### src/rtl/pkg_graybin.sv
// Shared constants and types for the async FIFO write domain.
package pkg_graybin;
    localparam int DATASIZE = 8;
    localparam int STAT_W   = 16;

    typedef enum logic {ARB_IDLE, ARB_BURST} arb_state_e;

    function automatic logic [STAT_W-1:0] sat_inc(input logic [STAT_W-1:0] v);
        return (&v) ? v : v + 1'b1;
    endfunction
endpackage

### src/rtl/wr_chan_arb_rr_pick.sv
// Round-robin picker: first asserted request at or above ptr, wrapping at NCHAN.
module rr_pick #(
    parameter int NCHAN = 4,
    localparam int IW = $clog2(NCHAN)
) (
    input  logic [NCHAN-1:0] req,
    input  logic [IW-1:0]    ptr,
    output logic [IW-1:0]    gnt_idx,
    output logic             gnt_any
);
    logic found;
    int   c;

    always_comb begin
        gnt_idx = '0;
        gnt_any = |req;
        found   = 1'b0;
        c       = 0;
        for (int k = 0; k < NCHAN; k++) begin
            // explicit wrap so non-power-of-two NCHAN stays in range
            c = int'(ptr) + k;
            if (c >= NCHAN) c = c - NCHAN;
            if (!found && req[c]) begin
                found   = 1'b1;
                gnt_idx = IW'(c);
            end
        end
    end
endmodule

### src/rtl/wr_chan_arb.sv
// Multi-channel burst arbiter feeding the FIFO write port through a one-entry
// registered stage. Define WR_CHAN_ARB_STATS_EN to build the beat/stall counters.
module wr_chan_arb
    import pkg_graybin::*;
#(
    parameter int NCHAN     = 4,
    parameter int BURST_MAX = 4,
    localparam int IW = $clog2(NCHAN),
    localparam int BW = $clog2(BURST_MAX + 1)
) (
    input  logic                      wclk,
    input  logic                      wrst,
    input  logic [NCHAN-1:0]          ch_valid,
    input  logic [NCHAN*DATASIZE-1:0] ch_data,
    output logic [NCHAN-1:0]          ch_ready,
    output logic [DATASIZE-1:0]       idata,
    output logic                      wren,
    input  logic                      wr_full,
    output logic [IW-1:0]             grant_id,
    output logic                      busy,
    output logic [NCHAN*STAT_W-1:0]   stat_beats,
    output logic [STAT_W-1:0]         stat_stall
);
    arb_state_e          state_q;
    logic [IW-1:0]       owner_q, rr_q, rr_next, gnt_idx;
    logic [BW-1:0]       beat_q;
    logic [DATASIZE-1:0] idata_q;
    logic                wren_q, gnt_any;
    logic                drain, can_load, own_valid, accept;

    rr_pick #(.NCHAN(NCHAN)) u_pick (
        .req     (ch_valid),
        .ptr     (rr_q),
        .gnt_idx (gnt_idx),
        .gnt_any (gnt_any)
    );

    assign drain     = wren_q && !wr_full;
    assign can_load  = !wren_q || drain;
    assign own_valid = ch_valid[owner_q];
    assign accept    = (state_q == ARB_BURST) && can_load && own_valid;
    assign rr_next   = (owner_q == IW'(NCHAN-1)) ? '0 : owner_q + 1'b1;

    always_comb begin
        ch_ready = '0;
        if (state_q == ARB_BURST && can_load) ch_ready[owner_q] = 1'b1;
    end

    always_ff @(posedge wclk) begin
        if (wrst) begin
            state_q <= ARB_IDLE;
            owner_q <= '0;
            rr_q    <= '0;
            beat_q  <= '0;
        end else begin
            case (state_q)
                ARB_IDLE: if (gnt_any) begin
                    owner_q <= gnt_idx;
                    beat_q  <= '0;
                    state_q <= ARB_BURST;
                end
                ARB_BURST: begin
                    // losing valid ends the burst even while stalled on wr_full
                    if (!own_valid) begin
                        state_q <= ARB_IDLE;
                        rr_q    <= rr_next;
                    end else if (accept) begin
                        if (beat_q == BW'(BURST_MAX-1)) begin
                            state_q <= ARB_IDLE;
                            rr_q    <= rr_next;
                        end else begin
                            beat_q <= beat_q + 1'b1;
                        end
                    end
                end
                default: state_q <= ARB_IDLE;
            endcase
        end
    end

    always_ff @(posedge wclk) begin
        if (wrst) begin
            idata_q <= '0;
            wren_q  <= 1'b0;
        end else if (accept) begin
            idata_q <= ch_data[owner_q*DATASIZE +: DATASIZE];
            wren_q  <= 1'b1;
        end else if (drain) begin
            wren_q  <= 1'b0;
        end
    end

    assign idata    = idata_q;
    assign wren     = wren_q;
    assign grant_id = owner_q;
    assign busy     = (state_q == ARB_BURST);

`ifdef WR_CHAN_ARB_STATS_EN
    logic [NCHAN-1:0][STAT_W-1:0] beats_q;
    logic [STAT_W-1:0]            stall_q;

    always_ff @(posedge wclk) begin
        if (wrst) begin
            beats_q <= '0;
            stall_q <= '0;
        end else begin
            for (int i = 0; i < NCHAN; i++)
                if (accept && owner_q == IW'(i)) beats_q[i] <= sat_inc(beats_q[i]);
            if (wren_q && wr_full) stall_q <= sat_inc(stall_q);
        end
    end

    assign stat_beats = beats_q;
    assign stat_stall = stall_q;
`else
    assign stat_beats = '0;
    assign stat_stall = '0;
`endif
endmodule

### config.mk
export PLATFORM = sky130hd
export DESIGN_NAME = wr_chan_arb
export DESIGN_NICKNAME = d
export VERILOG_FILES = /design/src/rtl/pkg_graybin.sv /design/src/rtl/wr_chan_arb_rr_pick.sv /design/src/rtl/wr_chan_arb.sv
export SDC_FILE = /design/constraint.sdc
export NUM_CORES = 1
export LEC_CHECK = 0
export BUFFER_PORTS_ARGS = -buffer_cell sky130_fd_sc_hd__buf_2
export CORE_MARGIN = 2
export CORE_UTILIZATION = 39
export DETAILED_ROUTE_END_ITERATION = 7
export HOLD_SLACK_MARGIN = 0.02
export PLACE_DENSITY = 0.81
export SLEW_MARGIN = 0
export SYNTH_ARGS = -nofsm -noshare
export SYNTH_HDL_FRONTEND = slang
export SYNTH_SLANG_ARGS = --single-unit
export TNS_END_PERCENT = 10
### constraint.sdc
create_clock -name wclk -period 1.9 [get_ports wclk]
set_input_delay 0.38 -clock wclk [delete_from_list [all_inputs] [get_ports wclk]]
set_output_delay 0.38 -clock wclk [all_outputs]
set_load 0.03 [all_outputs]
==> impl_metrics.py, run 1 <==
metrics = {
    "job": {
        "max_cap_viol_count": 0,
    },
    "synthesis": {
        "synth.area.mux_share": 0.178,
        "synth_top_family_by_area": "buffers and inverters",
        "synth_cell_type_count": 28,
        "ys_ff_latch": 17,
        "async_reset_ff_frac": 0,
        "ys_seq_area_frac": 0.207,
        "synth_xor_area_frac": 0,
        "netlist_top_cells_area": "buf_4 (37%), dfxtp_1 (21%), mux4_2 (12%)",
        "ys_top_cells_by_count": "buf_4 (80), dfxtp_1 (17), nor2_1 (11)",
        "syn_inst": 181,
        "synth_area_leader_cell": "buf_4",
        "synth_simple_gate_area_share": 0.0931,
        "netlist_area_um2": 1640,
        "synth-edff-count": 0,
        "synth_top_cell_area_share": 0.366,
        "synth_compound_area_frac": 0.0831,
        "post_synth.cell_area_avg_um2": 9.06,
        "synthMostInstantiatedCell": "buf_4",
        "synthAdderAreaFrac": 0.0458,
        "dominantRegCellSynth": "dfxtp_1",
        "yosys_warnings": 0,
    },
    "placement": {
        "hpwl_um": 2590,
        "numPlacedInstances": 286,
        "dpl-instance-area_um2": 1700,
        "gp_congestion": 0.731,
        "port_buffers": 54,
    },
    "sta": {
        "setup_tns_ns": 0,
        "hold_viol": 0,
        "min_period_ns": 1.79,
        "drv_slew": 0,
        "clock_skew_ns": 0.00110,
        "rsz0062_at_grt": "false",
        "post-route-period-util": 0.940,
        "clock.fmax_mhz": 560,
        "report.final.setup_viol": 0,
    },
    "layout": {
        "stdcell_count": 290,
        "syn2layout_area_growth_pct": 6.33,
        "nets": 286,
        "antenna_cells": 0,
        "postLayoutCellArea_um2": 1740,
        "fillers": 423,
        "final_layout_size_suffix_gt1_frac": 0.317,
    },
    "die": {
        "die-area_um2": 4740,
        "coreArea_um2": 4030,
        "fp.dieW_um": 68.9,
        "die_y_um": 68.9,
        "initial_utilization": 0.407,
        "fp-row-count": 23,
        "ios": 135,
    },
    "clock_tree": {
        "cts_max_level": 1,
        "clkSinkCount": 17,
        "cts_made_buffers": 3,
        "clk_path_buf_depth": 2,
        "ctsHoldBuffers": 0,
        "clkLatencyLatePin_ns": 0.25,
        "ctsResizeCount": 0,
        "cts_tree": "yes",
        "clk_pin_slew_ns": 0.06,
        "post_cts_buffers": 0,
        "root_buffer": "clkbuf_8",
    },
    "route": {
        "drtIter0Drc": 50,
        "drcViolationCount": 0,
        "postRouteAntennaNets": 0,
        "via_per_inst": 4.14,
        "vias": 1201,
        "wl_um": 3060,
        "post_drt_wl_per_cell_um": 10.5,
        "firstDrtPassIters": 4,
    },
    "setup_path": {
        "path_cells": "buf_4 -> inv_1 -> ha_1 -> and2_1 -> buf_2",
        "critPathLaunchType": "register",
        "r2r_setup_slack_ns": 0.29,
        "critPathLaunch": "grant_id[0]",
        "crit_slowest_cell": "dfxtp_1",
        "cp.depth": 5,
        "r2r-end": "idata[0]",
        "r2r-start": "grant_id[0]",
        "crit_path_max_fanout": 9,
        "path_buf_inv": 3,
        "cp_top_family": "buffers and inverters",
        "rr_worst_depth": 4,
        "worstPathRequired_ns": 1.52,
        "setup.worst_path.end_class": "output pin",
        "critical_path_arrival_ns": 1.41,
        "crit_type": "register to output pin",
        "endpoint": "ch_ready[2]",
        "slowest_delay_ns": 0.37,
    },
    "min_path": {
        "whs_path_depth": 3,
        "holdCritPathClass": "input pin to register",
        "min_from": "wr_full",
    },
    "pwr": {
        "leakage_nw": 0.963,
        "power.density_nw_per_um2": 666,
        "peakVddDrop_mv": 0.208,
    },
    "grt": {
        "grt_pass1_wl_um": 3840,
        "overflow": 0,
        "first_global_vias": 908,
        "antenna_found_initial": 0,
        "track_usage": 0.108,
        "grt_max_degree": 18,
    },
    "outcome": {
        "outcome": "complete, no violations",
    },
}
[cell families after synthesis]
group | count (synthesis)
AO/OA/AOI/OAI | 20
adder cells (fa/ha/maj) | 6
buffers and inverters | 90
flip-flops | 17
multiplexers | 18
other | 1
AND/OR/NAND/NOR | 29
[sequential cells by signal (all words and copies together), names as in the netlist]
| name | cells |
|---|---|
| wren | 1 |
| beat_q | 3 |
| grant_id | 2 |
| busy | 1 |
| rr_q | 2 |
| idata | 8 |
[final cells by class]
cell class                      count  area, um^2  area share
Inverter                            6        22.5      0.0129
Clock buffer                        3        41.3      0.0237
Clock inverter                      1        5.00     0.00287
Timing Repair Buffer               60         315       0.181
Tap cell                           50        62.6      0.0359
Sequential cell                    17         340       0.195
Multi-Input combinational cell    153         957       0.549
[power breakdown]
group | internal [W] | switching [W]
logic | 0.000137 | 0.000363
registers | 0.000381 | 0.0000172
clock network | 0.000145 | 0.000119
total | 0.000663 | 0.000499
[routing by layer]
metal / global-route usage / part of all wire / vias up
met2: 0.226 / 0.58 / 70
met3: 0.0114 / 0.093 / 2
met1: 0.106 / 0.32 / 565
met5: 0 / 0 / -
met4: 0.0368 / 0.0092 / 0
li1: - / - / 564
[worst min path at each step]
stage | slack, ns | endpoint
6_report | 0.42 | wren
5_1_grt | 0.44 | wren
4_1_cts | 0.41 | wren
3_5_place_dp | 0.47 | busy
3_3_place_gp | 0.47 | idata[5]
2_1_floorplan | 0.46 | beat_q[2]
[worst reg2reg max path, stage by stage (launching register included)]
cell	delay [ns]
dfxtp_1	0.37
mux4_2	0.58
nand2_2	0.27
mux2i_1	0.23
nor2_1	0.05
[cells in the final DEF, fill, tap and decap left out, drive strengths merged]
| cell type | instances |
|---|---|
| a21boi | 1 |
| a22o | 2 |
| o21a | 1 |
| nand3b | 4 |
| a21oi | 9 |
| nand2 | 6 |
| clkbuf | 3 |
| clkinv | 1 |
| dfxtp | 17 |
| and2 | 4 |
| a211oi | 1 |
| nand2b | 3 |
| mux4 | 9 |
| conb | 80 |
| o221ai | 1 |
| mux2i | 9 |
| ha | 6 |
| o21ai | 1 |
| inv | 6 |
| o31ai | 1 |
| and3b | 1 |
| nor2 | 11 |
| buf | 60 |
| a31oi | 1 |
| o41ai | 1 |
| a21o | 1 |
[per-stage QoR]
step           total power [W]  hold slack [ns]   util  setup WS, ns
4_1_cts                0.00117            0.407  0.433        0.0868
2_1_floorplan         0.000923            0.463      -        0.0822
5_1_grt                0.00123            0.439  0.433        0.0185
6_report               0.00116            0.416  0.433         0.113
3_5_place_dp          0.000905            0.474  0.421         0.167
3_3_place_gp          0.000898            0.470  0.421         0.203
No activity file was read; power rests on OpenSTA's default activity.
==> inputs of run 2 (changes only) <==
Clock period 1.9 ns to 1.95 ns, I/O delays scaled along.
==> run 2 against run 1 <==
Effect of this change:
- cell count is the same
- via count shrank 1.3%
- design area about the same
- flip-flop and latch count is the same
- critical endpoint unchanged
- highest routed layer unchanged
==> impl_metrics.py, run 2 (synthesis gave the netlist of run 1 again) <==
metrics = {
    "outcome": {
        "outcome": "complete, no violations",
    },
    "layout": {
        "stdcell_count": 290,
        "largest_reg_flops": 8,
        "final_cell_mix": "conb_1 (80), buf_2 (54), dfxtp_1 (17)",
        "syn2layout_area_growth_pct": 6.25,
        "final_core_util": 0.433,
        "postLayoutCellArea_um2": 1740,
        "final_common_cell": "conb_1",
        "nets": 286,
        "final_layout_size_suffix_gt1_frac": 0.313,
        "antenna_cells": 0,
    },
    "grt": {
        "track_usage": 0.111,
        "grt_max_degree": 18,
        "grt_pass1_wl_um": 3950,
        "antenna_found_initial": 0,
        "first_global_vias": 909,
        "overflow": 0,
    },
    "clock_tree": {
        "clk_path_buf_depth": 2,
        "clk_pin_slew_ns": 0.06,
        "cts_max_level": 1,
        "root_buffer": "clkbuf_8",
        "ctsHoldBuffers": 0,
        "clkSinkCount": 17,
        "cts_tree": "yes",
        "clkLatencyLatePin_ns": 0.25,
        "post_cts_buffers": 0,
        "ctsResizeCount": 0,
        "cts_made_buffers": 3,
    },
    "setup_path": {
        "worstPathRequired_ns": 1.56,
        "r2r-start": "grant_id[0]",
        "critPathLaunchType": "register",
        "r2r_setup_slack_ns": 0.32,
        "crit_path_max_fanout": 9,
        "setup.worst_path.end_class": "output pin",
        "r2r-end": "idata[7]",
        "critical_path_arrival_ns": 1.40,
        "crit_type": "register to output pin",
        "rr_worst_depth": 4,
    },
    "pwr": {
        "leakage_nw": 0.960,
        "total_power_w": 0.00113,
        "power.density_nw_per_um2": 650,
        "internal_power_w": 0.000649,
        "swShare": 0.427,
        "switching_power_w": 0.000483,
        "p_clk_frac": 0.226,
        "peakVddDrop_mv": 0.271,
        "power_frac_comb": 0.431,
        "pwr-share-seq": 0.343,
    },
    "placement": {
        "dpl-instance-area_um2": 1700,
        "gp_congestion": 0.706,
        "numPlacedInstances": 286,
        "hpwl_um": 2540,
        "port_buffers": 54,
    },
    "route": {
        "routed-wl-met2_um": 1730,
        "vias": 1185,
        "drtIter0Drc": 36,
        "firstDrtPassIters": 4,
        "wirelength_met1_um": 985,
        "drcViolationCount": 0,
        "postRouteAntennaNets": 0,
        "post_drt_wl_per_cell_um": 10.4,
        "routed.top_layer": "met4",
        "via_per_inst": 4.09,
        "wl_met3_um": 277,
        "wl_um": 3030,
    },
    "sta": {
        "drv_slew": 0,
        "clock_skew_ns": 0.00240,
        "min_period_ns": 1.79,
        "report.final.setup_viol": 0,
        "post-route-period-util": 0.916,
        "clock.fmax_mhz": 560,
        "rsz0062_at_grt": "false",
        "hold_viol": 0,
        "setup_tns_ns": 0,
    },
    "min_path": {
        "hold_end": "wren",
        "whs_path_depth": 3,
        "min_from": "wr_full",
        "holdCritPathClass": "input pin to register",
    },
    "die": {
        "initial_utilization": 0.407,
        "fp.dieW_um": 68.9,
        "ios": 135,
        "die_y_um": 68.9,
        "die-area_um2": 4740,
        "coreArea_um2": 4030,
        "fp-row-count": 23,
    },
    "job": {
        "max_cap_viol_count": 0,
    },
}
## run 2: cell types whose count changed in the layout (fill, tap and decap cells not counted)
| cell | previous run | this run |
|---|---|---|
| clkinv_2 | 1 | 0 |
| clkbuf_1 | 0 | 1 |
## run 2: through the flow
step           hold slack, ns  worst slack, ns
2_1_floorplan           0.463            0.122
3_3_place_gp            0.471            0.247
3_5_place_dp            0.480            0.201
4_1_cts                 0.436            0.145
5_1_grt                 0.456           0.0818
6_report                0.441            0.164
## run 2: critical path, stage by stage, from the launching register on
cell,delay (ns)
dfxtp_1,0.37
buf_4,0.21
inv_1,0.08
ha_1,0.19
and2_1,0.12
buf_2,0.17
## run 2: cell type report
class                   instances  area, um^2
inverters                       6        22.5
multi-input cells             153         957
clock buffers                   4        45.0
well taps                      50        62.6
repair buffers                 60         315
fillers                       413        2290
flip-flops and latches         17         340
## run 2: power groups by stage
| stage | Sequential, W | Combinational [W] | Clock, W |
|---|---|---|---|
| CTS | 0.000389 | 0.000486 | 0.000261 |
| global route | 0.000392 | 0.000524 | 0.000276 |
| global placement | 0.000396 | 0.000479 | 0 |
| detailed placement | 0.000396 | 0.000485 | 0 |
| finish | 0.000389 | 0.000487 | 0.000256 |
| floorplan | 0.000431 | 0.000468 | 0 |
## run 2: worst max path at each step
stage,startpoint,endpoint,slack (ns),cells after the start
floorplan,grant_id[0],ch_ready[0],0.12,4
global placement,ch_valid[3],idata[2],0.25,5
detailed placement,ch_valid[3],idata[7],0.20,5
CTS,busy,ch_ready[3],0.15,3
global route,busy,ch_ready[1],0.08,3
finish,grant_id[0],ch_ready[2],0.16,5
## run 2: routing by layer
layer / GRT usage / up-vias
met5: 0 / -
met3: 0.0114 / 2
li1: - / 564
met4: 0.0441 / 0
met1: 0.115 / 552
met2: 0.222 / 67
